<file path="src/rtl/seg7_display.sv">
// Hex seven-segment driver with shadow/active buffering committed at scan-frame boundaries,
// leading-zero blanking, per-digit blink, and both static and multiplexed outputs.
module seg7_display #(
    parameter int DIGITS    = 8,
    parameter int MUX       = 1,
    parameter int CLK_DIV   = 50000,
    parameter int BLINK_DIV = 256
) (
    input  logic                clk,
    input  logic                reset_in,
    input  logic [4*DIGITS-1:0] value,
    input  logic [DIGITS-1:0]   dp,
    input  logic [DIGITS-1:0]   blink_mask,
    input  logic                load,
    input  logic                blank_lz,
    output logic [7*DIGITS-1:0] seg_static,
    output logic [DIGITS-1:0]   dp_static,
    output logic [7:0]          seg_mux,
    output logic [DIGITS-1:0]   dig_an,
    output logic                pending,
    output logic                frame_done
);
    localparam int PW = (CLK_DIV > 1) ? $clog2(CLK_DIV) : 1;
    localparam int IW = (DIGITS > 1) ? $clog2(DIGITS) : 1;
    localparam int BW = (BLINK_DIV > 1) ? $clog2(BLINK_DIV) : 1;
    localparam logic [PW-1:0] PRESC_LAST = PW'(CLK_DIV - 1);
    localparam logic [IW-1:0] IDX_LAST   = IW'(DIGITS - 1);
    localparam logic [BW-1:0] BLINK_LAST = BW'(BLINK_DIV - 1);

    logic [PW-1:0]       presc_q, presc_d;
    logic [IW-1:0]       idx_q, idx_d;
    logic [BW-1:0]       bcnt_q, bcnt_d;
    logic                phase_q, phase_d;
    logic                pending_q, pending_d;
    logic                frame_done_q, frame_done_d;
    logic                valid_q, valid_d;
    logic [4*DIGITS-1:0] shd_val_q, shd_val_d, act_val_q, act_val_d;
    logic [DIGITS-1:0]   shd_dp_q, shd_dp_d, act_dp_q, act_dp_d;
    logic [DIGITS-1:0]   shd_bm_q, shd_bm_d, act_bm_q, act_bm_d;
    logic [7*DIGITS-1:0] seg_static_q, seg_static_d;
    logic [DIGITS-1:0]   dp_static_q, dp_static_d;
    logic [7:0]          seg_mux_q, seg_mux_d;
    logic [DIGITS-1:0]   dig_an_q, dig_an_d;
    logic                tick, boundary, commit;
    logic [6:0]          seg_dig [DIGITS];
    logic [DIGITS-1:0]   dp_dig;

    function automatic logic [6:0] hex7(input logic [3:0] h);
        case (h)
            4'h0:    hex7 = 7'h40;
            4'h1:    hex7 = 7'h79;
            4'h2:    hex7 = 7'h24;
            4'h3:    hex7 = 7'h30;
            4'h4:    hex7 = 7'h19;
            4'h5:    hex7 = 7'h12;
            4'h6:    hex7 = 7'h02;
            4'h7:    hex7 = 7'h78;
            4'h8:    hex7 = 7'h00;
            4'h9:    hex7 = 7'h10;
            4'hA:    hex7 = 7'h08;
            4'hB:    hex7 = 7'h03;
            4'hC:    hex7 = 7'h46;
            4'hD:    hex7 = 7'h21;
            4'hE:    hex7 = 7'h06;
            default: hex7 = 7'h0E;
        endcase
    endfunction

    assign tick     = (presc_q == PRESC_LAST);
    assign boundary = tick && (idx_q == IDX_LAST);
    assign commit   = boundary && (load || pending_q);

    always_comb begin
        presc_d      = tick ? '0 : presc_q + 1'b1;
        idx_d        = idx_q;
        bcnt_d       = bcnt_q;
        phase_d      = phase_q;
        shd_val_d    = shd_val_q;
        shd_dp_d     = shd_dp_q;
        shd_bm_d     = shd_bm_q;
        act_val_d    = act_val_q;
        act_dp_d     = act_dp_q;
        act_bm_d     = act_bm_q;
        pending_d    = boundary ? 1'b0 : (pending_q || load);
        valid_d      = valid_q || commit;
        frame_done_d = commit;
        if (tick) begin
            idx_d = (idx_q == IDX_LAST) ? '0 : idx_q + 1'b1;
            if (bcnt_q == BLINK_LAST) begin
                bcnt_d  = '0;
                phase_d = !phase_q;
            end else begin
                bcnt_d = bcnt_q + 1'b1;
            end
        end
        if (load) begin
            shd_val_d = value;
            shd_dp_d  = dp;
            shd_bm_d  = blink_mask;
        end
        // A load landing on the boundary wins over older shadow contents.
        if (boundary && load) begin
            act_val_d = value;
            act_dp_d  = dp;
            act_bm_d  = blink_mask;
        end else if (boundary && pending_q) begin
            act_val_d = shd_val_q;
            act_dp_d  = shd_dp_q;
            act_bm_d  = shd_bm_q;
        end
    end

    genvar gi;
    generate
        for (gi = 0; gi < DIGITS; gi++) begin : g_digit
            logic [3:0] nib;
            logic       blink_off, lz_off;
            assign nib       = act_val_q[4*gi +: 4];
            assign blink_off = phase_q && act_bm_q[gi];
            if (gi == 0) begin : g_lsd
                assign lz_off = 1'b0;
            end else begin : g_upper
                // Leading zero: this digit and every more significant digit are zero.
                assign lz_off = blank_lz && (act_val_q[4*DIGITS-1:4*gi] == '0);
            end
            assign seg_dig[gi] = (!valid_q || blink_off || lz_off) ? 7'h7F : hex7(nib);
            assign dp_dig[gi]  = !valid_q || blink_off || !act_dp_q[gi];
            assign seg_static_d[7*gi +: 7] = seg_dig[gi];
        end
    endgenerate
    assign dp_static_d = dp_dig;

    always_comb begin
        seg_mux_d = 8'hFF;
        dig_an_d  = '1;
        if (MUX != 0 && valid_q) begin
            for (int i = 0; i < DIGITS; i++) begin
                if (idx_q == IW'(i)) begin
                    seg_mux_d   = {dp_dig[i], seg_dig[i]};
                    dig_an_d[i] = 1'b0;
                end
            end
        end
    end

    always_ff @(posedge clk or posedge reset_in) begin
        if (reset_in) begin
            presc_q      <= '0;
            idx_q        <= '0;
            bcnt_q       <= '0;
            phase_q      <= 1'b0;
            pending_q    <= 1'b0;
            frame_done_q <= 1'b0;
            valid_q      <= 1'b0;
            shd_val_q    <= '0;
            shd_dp_q     <= '0;
            shd_bm_q     <= '0;
            act_val_q    <= '0;
            act_dp_q     <= '0;
            act_bm_q     <= '0;
            seg_static_q <= '1;
            dp_static_q  <= '1;
            seg_mux_q    <= 8'hFF;
            dig_an_q     <= '1;
        end else begin
            presc_q      <= presc_d;
            idx_q        <= idx_d;
            bcnt_q       <= bcnt_d;
            phase_q      <= phase_d;
            pending_q    <= pending_d;
            frame_done_q <= frame_done_d;
            valid_q      <= valid_d;
            shd_val_q    <= shd_val_d;
            shd_dp_q     <= shd_dp_d;
            shd_bm_q     <= shd_bm_d;
            act_val_q    <= act_val_d;
            act_dp_q     <= act_dp_d;
            act_bm_q     <= act_bm_d;
            seg_static_q <= seg_static_d;
            dp_static_q  <= dp_static_d;
            seg_mux_q    <= seg_mux_d;
            dig_an_q     <= dig_an_d;
        end
    end

    assign seg_static = seg_static_q;
    assign dp_static  = dp_static_q;
    assign seg_mux    = seg_mux_q;
    assign dig_an     = dig_an_q;
    assign pending    = pending_q;
    assign frame_done = frame_done_q;
endmodule

</file>
<file path="config.mk">
export PLATFORM = sky130hd
export DESIGN_NAME = seg7_display
export DESIGN_NICKNAME = d
export VERILOG_FILES = /design/src/rtl/seg7_display.sv
export SDC_FILE = /design/constraint.sdc
export NUM_CORES = 1
export LEC_CHECK = 0
export ABC_CLOCK_PERIOD_IN_PS = 7500
export BUFFER_PORTS_ARGS = -buffer_cell sky130_fd_sc_hd__buf_2
export CAP_MARGIN = 10
export CORE_ASPECT_RATIO = 1.1
export CORE_MARGIN = 1.5
export CORE_UTILIZATION = 35
export DETAILED_ROUTE_END_ITERATION = 16
export PLACE_DENSITY = 0.5
export SLEW_MARGIN = 30
export SYNTH_ARGS = -nofsm -noshare
export SYNTH_HDL_FRONTEND = slang
export SYNTH_SLANG_ARGS = --single-unit
export TNS_END_PERCENT = 10
</file>
<file path="constraint.sdc">
create_clock -name clk -period 7.5 [get_ports clk]
set_input_delay 0.75 -clock clk [delete_from_list [all_inputs] [get_ports clk]]
set_output_delay 0.75 -clock clk [all_outputs]
set_load 0.005 [all_outputs]
</file>
======== After elaboration in Yosys (flattened, before gate mapping) ========
Memory sizes are Yosys's and may differ from the RTL's.
Index checks and enable logic that the tools add are counted.
word-level totals
  ROM bits ................................ 896
  logic and storage cells ................. 137
  flip-flop bits (word level) ............. 207
  output and inout bits ................... 82
  bits of input ports ..................... 52
  memories kept ........................... 8
operators by class
  add/sub/neg operators ................... 3
  eq/ne operators ......................... 9
  muxes and demuxes ....................... 36
  reduce and logical (&&, ||, !) cells .... 64
memories
  memory           depth  width  rd ports  clocked after memory_dff  wr ports  RTL line  text
  (no name shown)  16     7      1         0                         0         49        case (h)
  (no name shown)  16     7      1         0                         0         49
  (no name shown)  16     7      1         0                         0         49
  (no name shown)  16     7      1         0                         0         49
  (no name shown)  16     7      1         0                         0         49
  (no name shown)  16     7      1         0                         0         49
  +2 memories      n/a    n/a    n/a       n/a                       n/a       n/a
operators with widths
  kind                                                                    count
  8-bit two-way mux                                                       15
  32-bit two-way mux                                                      2
  7-bit two-way mux                                                       8
  28-bit logical NOT                                                      1
  1-bit logical OR                                                        25
  24-bit logical NOT                                                      1
  20-bit logical NOT                                                      1
  1-bit logical AND                                                       19
  16-bit by 1-bit adder with 16-bit output (second input constant)        1
  16-bit equality test (second input constant)                            1
  16-bit logical NOT                                                      1
  16-bit two-way mux                                                      1
  3-bit equality test (second input constant)                             4
  12-bit logical NOT                                                      1
  1-bit logical NOT                                                       10
  1-bit two-way mux                                                       9
  8-bit by 1-bit adder with 8-bit output (second input constant)          1
  8-bit equality test (second input constant)                             1
  8-bit logical NOT                                                       1
  3-bit by 2-bit equality test with 1-bit output (second input constant)  2
  4-bit logical NOT                                                       1
  3-bit by 1-bit adder with 3-bit output (second input constant)          1
  3-bit by 1-bit equality test with 1-bit output (second input constant)  1
  3-bit logical NOT                                                       1
  other kinds (3)                                                         3

======== Longest topological paths before layout ========
  depth in word-level cells ............... 12
  depth in mapped cells ................... 9
  mapped depth without buffers ............ 8

======== Least setup slack after synthesis ========
No wires, ideal clock.
  kind .................................... reg-to-reg
  start point ............................. reg act_val_q[24]
  end point ............................... reg seg_mux_q[3] (netlist: seg_mux[3])
  setup time .............................. 0.062 ns
  period minus slack after synthesis ...... 2.560 ns
  required time ........................... 7.438 ns
  path slack .............................. 4.940 ns
  arrival time ............................ 2.499 ns
  stages on the path, launching flop included .. 10
  cell sequence ........................... dfrtp_1 inv_1 ha_1 or3b_4 or4_4 buf_6 or2_1 and4_1 nor4_2 o32a_1
between the ends
  cells in the longest elaborated chain, start to end .. 12
  elaborated cells on any way between the ends .. 33
  those cells by class .................... mux (14); reduce/logical (18); memory (1)
ends and longest elaborated chain
  element                              RTL line  text
  from (decl)                          37        logic [4*DIGITS-1:0] shd_val_q, shd_val_d, act_val_q, act_val_d;
  from (signal assigned)               176       act_val_q <= act_val_d;
  28-bit logical NOT                   124       assign lz_off = blank_lz && (act_val_q[4*DIGITS-1:4*gi] == '0);
  1-bit logical AND                    124
  1-bit logical OR                     126       assign seg_dig[gi] = (!valid_q || blink_off || lz_off) ? 7'h7F : hex7(nib);
  7-bit two-way mux                    126
  8-bit two-way mux (5 in series)      138       if (idx_q == IW'(i)) begin
  8-bit two-way mux (*) (2 in series)  138
  8-bit two-way mux (*)                136       if (MUX != 0 && valid_q) begin
  named net seg_mux_d[3]               42        logic [7:0] seg_mux_q, seg_mux_d;
  to (signal assigned)                 181       seg_mux_q <= seg_mux_d;
  to (decl)                            42
The timed path passes the listed nets; every way through them passes the cells marked *.
A chain may end at the register's enable or synchronous reset.

======== Worst setup path in the final report ========
  start point ............................. reg act_val_q[16]
  end point ............................... reg seg_mux_q[5] (netlist: seg_mux[5])
between the ends
  cells in the longest elaborated chain, start to end .. 12
  elaborated cells on any way between the ends .. 25
  those cells by class .................... mux (12); reduce/logical (12); memory (1)
ends and longest elaborated chain
  element                              RTL line
  28-bit logical NOT                   124
  1-bit logical AND                    124
  1-bit logical OR                     126
  7-bit two-way mux                    126
  8-bit two-way mux (3 in series)      138
  8-bit two-way mux (*) (4 in series)  138
  8-bit two-way mux (*)                136
  named net seg_mux_d[5]               42
Marked as above.

==> impl_metrics.json <==
{
  "fin_cells": 1404,
  "fin_crit_ps": 3020,
  "yosysMostFrequentCell": "dfrtp_1",
  "worstMarginPinSlew_ps": 1060,
  "cts_hold_buf": 0,
  "status": "finished, final reports clean",
  "vias": 7040,
  "io_pins": 134,
  "total_power_mw": 2.38,
  "ys_top_cells_by_count": "dfrtp_1 (127), nand2_1 (101), mux2_2 (99)",
  "die_w_um": 165,
  "ys_types": 69,
  "postCtsSetupBuffers": 0,
  "antenna_found_initial": 0,
  "cts_tree": "done",
  "ir_drop_mv": 0.119,
  "syn_avg_cell_area_um2": 11.1,
  "seqPwrFrac_pct": 48.3,
  "yosysTopAreaCell": "dfrtp_1",
  "design.die.area_um2": 29800,
  "synthTopCellsByArea": "dfrtp_1 (32%), dfstp_2 (21%), mux2_2 (11%)",
  "synthArstFlopShare_pct": 100,
  "fmax_mhz": 331,
  "dp_cells": 1362,
  "cts-root-buf": "clkbuf_16",
  "grt_pass1_vias": 6939,
  "fin_skew_ps": 7.40,
  "hold_viol": 0,
  "power_density_nw_per_um2": 201,
  "clk_pin_slew_ps": 60,
  "cp_slowest_cell": "or4_4",
  "grt_pass1_wl_um": 39300,
  "synth_nets": 1004,
  "whs_ps": 340,
  "synthFlopType": "dfrtp_1",
  "p_comb_share_pct": 3.4,
  "ys_ff_latch": 207,
  "antenna_left": 0,
  "grt_overflow_total": 0,
  "drc": 0,
  "hp-class": "in2async",
  "port_buffers": 133,
  "cp_max_fo": 12,
  "yosysWarningCount": 0,
  "cp_cell_sequence": "inv_1, ha_1, or3b_2, or4_4, o31a_1, a221oi_1, a2111oi_0, o21ai_1",
  "slowest_delay_ps": 530,
  "globalplace.congestion": 0.813,
  "synth_edf_count": 0,
  "n_antenna_cell": 0,
  "clock_latency_ps": 520,
  "p_int_mw": 1.87,
  "rows": 64,
  "drt-pass1-iter-count": 5,
  "syn_to_final_growth_pct": 17.7,
  "grt_setup_unrepaired": "false",
  "netlist_area_um2": 10100,
  "clock_sinks": 207,
  "cts_resized": 0,
  "switching_share_pct": 21.7,
  "drv_cap": 0,
  "grt_use_total_pct": 16.9,
  "slew_viol_final": 0,
  "dp_hpwl_um": 18200,
  "viasPerCell": 5.01,
  "clkPwrFrac_pct": 48.3,
  "wl_per_cell_um": 17.8,
  "setup_violations": 0,
  "drive_above_1_share_pct": 35.3,
  "setup_tns_ps": 0,
  "ys_seq_area_share_pct": 52.5,
  "critPathKind": "reg2reg",
  "die_y_um": 181,
  "synth.top_cell.area_share_pct": 31.6,
  "relSlewSlack_pct": 28.4,
  "arrival_ps": 3470,
  "core_area_um2": 28000,
  "p_sw_mw": 0.515,
  "htreeDepth": 1,
  "cts_buffers": 23,
  "start_util_pct": 35.9,
  "grt_max_degree": 132,
  "startpoint_type": "flop",
  "synth_cells": 903,
  "first_iter_violations": 371,
  "final_nets": 1125,
  "fin_crit_sh_pct": 40.2,
  "wl_um": 25000,
  "crit_required_ps": 7950,
  "p_leak_nw": 5.02,
  "clock_path_buffers": 3,
  "crit_path_end_kind": "flop"
}
power groups by stage:
stage,Sequential [mW],Clock [mW],Combinational [mW]
after detailed placement,1.17,0,0.0859
after floorplan,1.17,0,0.0539
after CTS,1.15,1.18,0.0863
after global routing,1.15,1.23,0.0942
final,1.15,1.15,0.0816
after global placement,1.17,0,0.0860
per-stage QoR:
step	setup slack, ps	area (um^2)	utilization (%)
final	4480	11800	42.3
after floorplan	1230	10100	-
after global placement	4470	11100	39.5
after detailed placement	4420	11100	39.5
after CTS	4460	11800	42.2
after global routing	4310	11800	42.3
placed cells by master, fill, tap and decap left out, drive strengths merged, types with 4 or more instances in the layout:
master	n
o31ai	4
xnor2	9
or3b	6
ha	49
mux2i	7
a21boi	10
dfstp	80
xor2	8
o311ai	6
o211ai	12
a21o	6
a32oi	6
nand3b	5
a211o	4
and2	15
nand2b	17
nand4	6
clkbuf	32
inv	38
a22oi	4
a221oi	6
o21ai	57
nor2	43
nand2	101
o21a	7
dfrtp	127
mux2	99
nor2b	12
nor3	9
a21oi	29
buf	137
nand3	22
clkinv	4
a31oi	8
and3	9
or2	4
layout make-up:
class / count / area (um^2)
clock buffer: 32 / 659
sequential: 207 / 5280
tap: 363 / 454
multi-input combinational: 618 / 4480
fill: 2750 / 16200
timing repair buffer: 137 / 699
inverter: 37 / 151
clock inverter: 10 / 115
state kept, by name (all words and copies together) (netlist names), 3 cells and up:
signal	count
act_bm_q	8
act_val_q	32
dig_an	8
shd_bm_q	8
shd_val_q	32
act_dp_q	8
dp_static	8
seg_static	56
bcnt_q	8
seg_mux	8
presc_q	16
shd_dp_q	8
idx_q	3
cells by family after synthesis:
kind of cell             count (synthesis)  synth area share (%)
AO/OA/AOI/OAI                          179                  11.7
XOR/XNOR                                17                  1.48
adder cells (fa/ha/maj)                 49                  6.09
buffers and inverters                   78                  3.00
flip-flops                             207                  52.5
multiplexers                           108                  12.2
AND/OR/NAND/NOR                        265                  13.1
critical path: cells and delay by family, from the launching register on:
family | cells | cell delay [ps]
AOI/OAI and AO/OA | 4 | 1120
and+or+nand+nor | 2 | 1010
DFF | 1 | 420
adders and majority gates | 1 | 240
buffers and inverters | 1 | 150
final timing paths:
check                              start  slack, ps           end  cells past startpoint
hold reg to reg              act_dp_q[2]        440  dp_static[2]                      1
setup / recovery           act_val_q[16]       4480    seg_mux[5]                      8
min in group clk             act_dp_q[2]        440  dp_static[2]                      1
max in group asynchronous       reset_in       6020  shd_val_q[5]                      3
hold / removal                  reset_in        340   shd_bm_q[1]                      2
setup reg to reg           act_val_q[16]       4480    seg_mux[5]                      8
per-layer routing:
metal  vias up  GRT usage, %  share of wire [%]
li1       3437             -                  -
met1      3443          23.2                 46
met2       128          28.0                 48
met3        32          2.73                4.6
met4         0          3.60                1.5
met5         -             0                  0
Note: power is estimated with default switching activity, not from simulation.
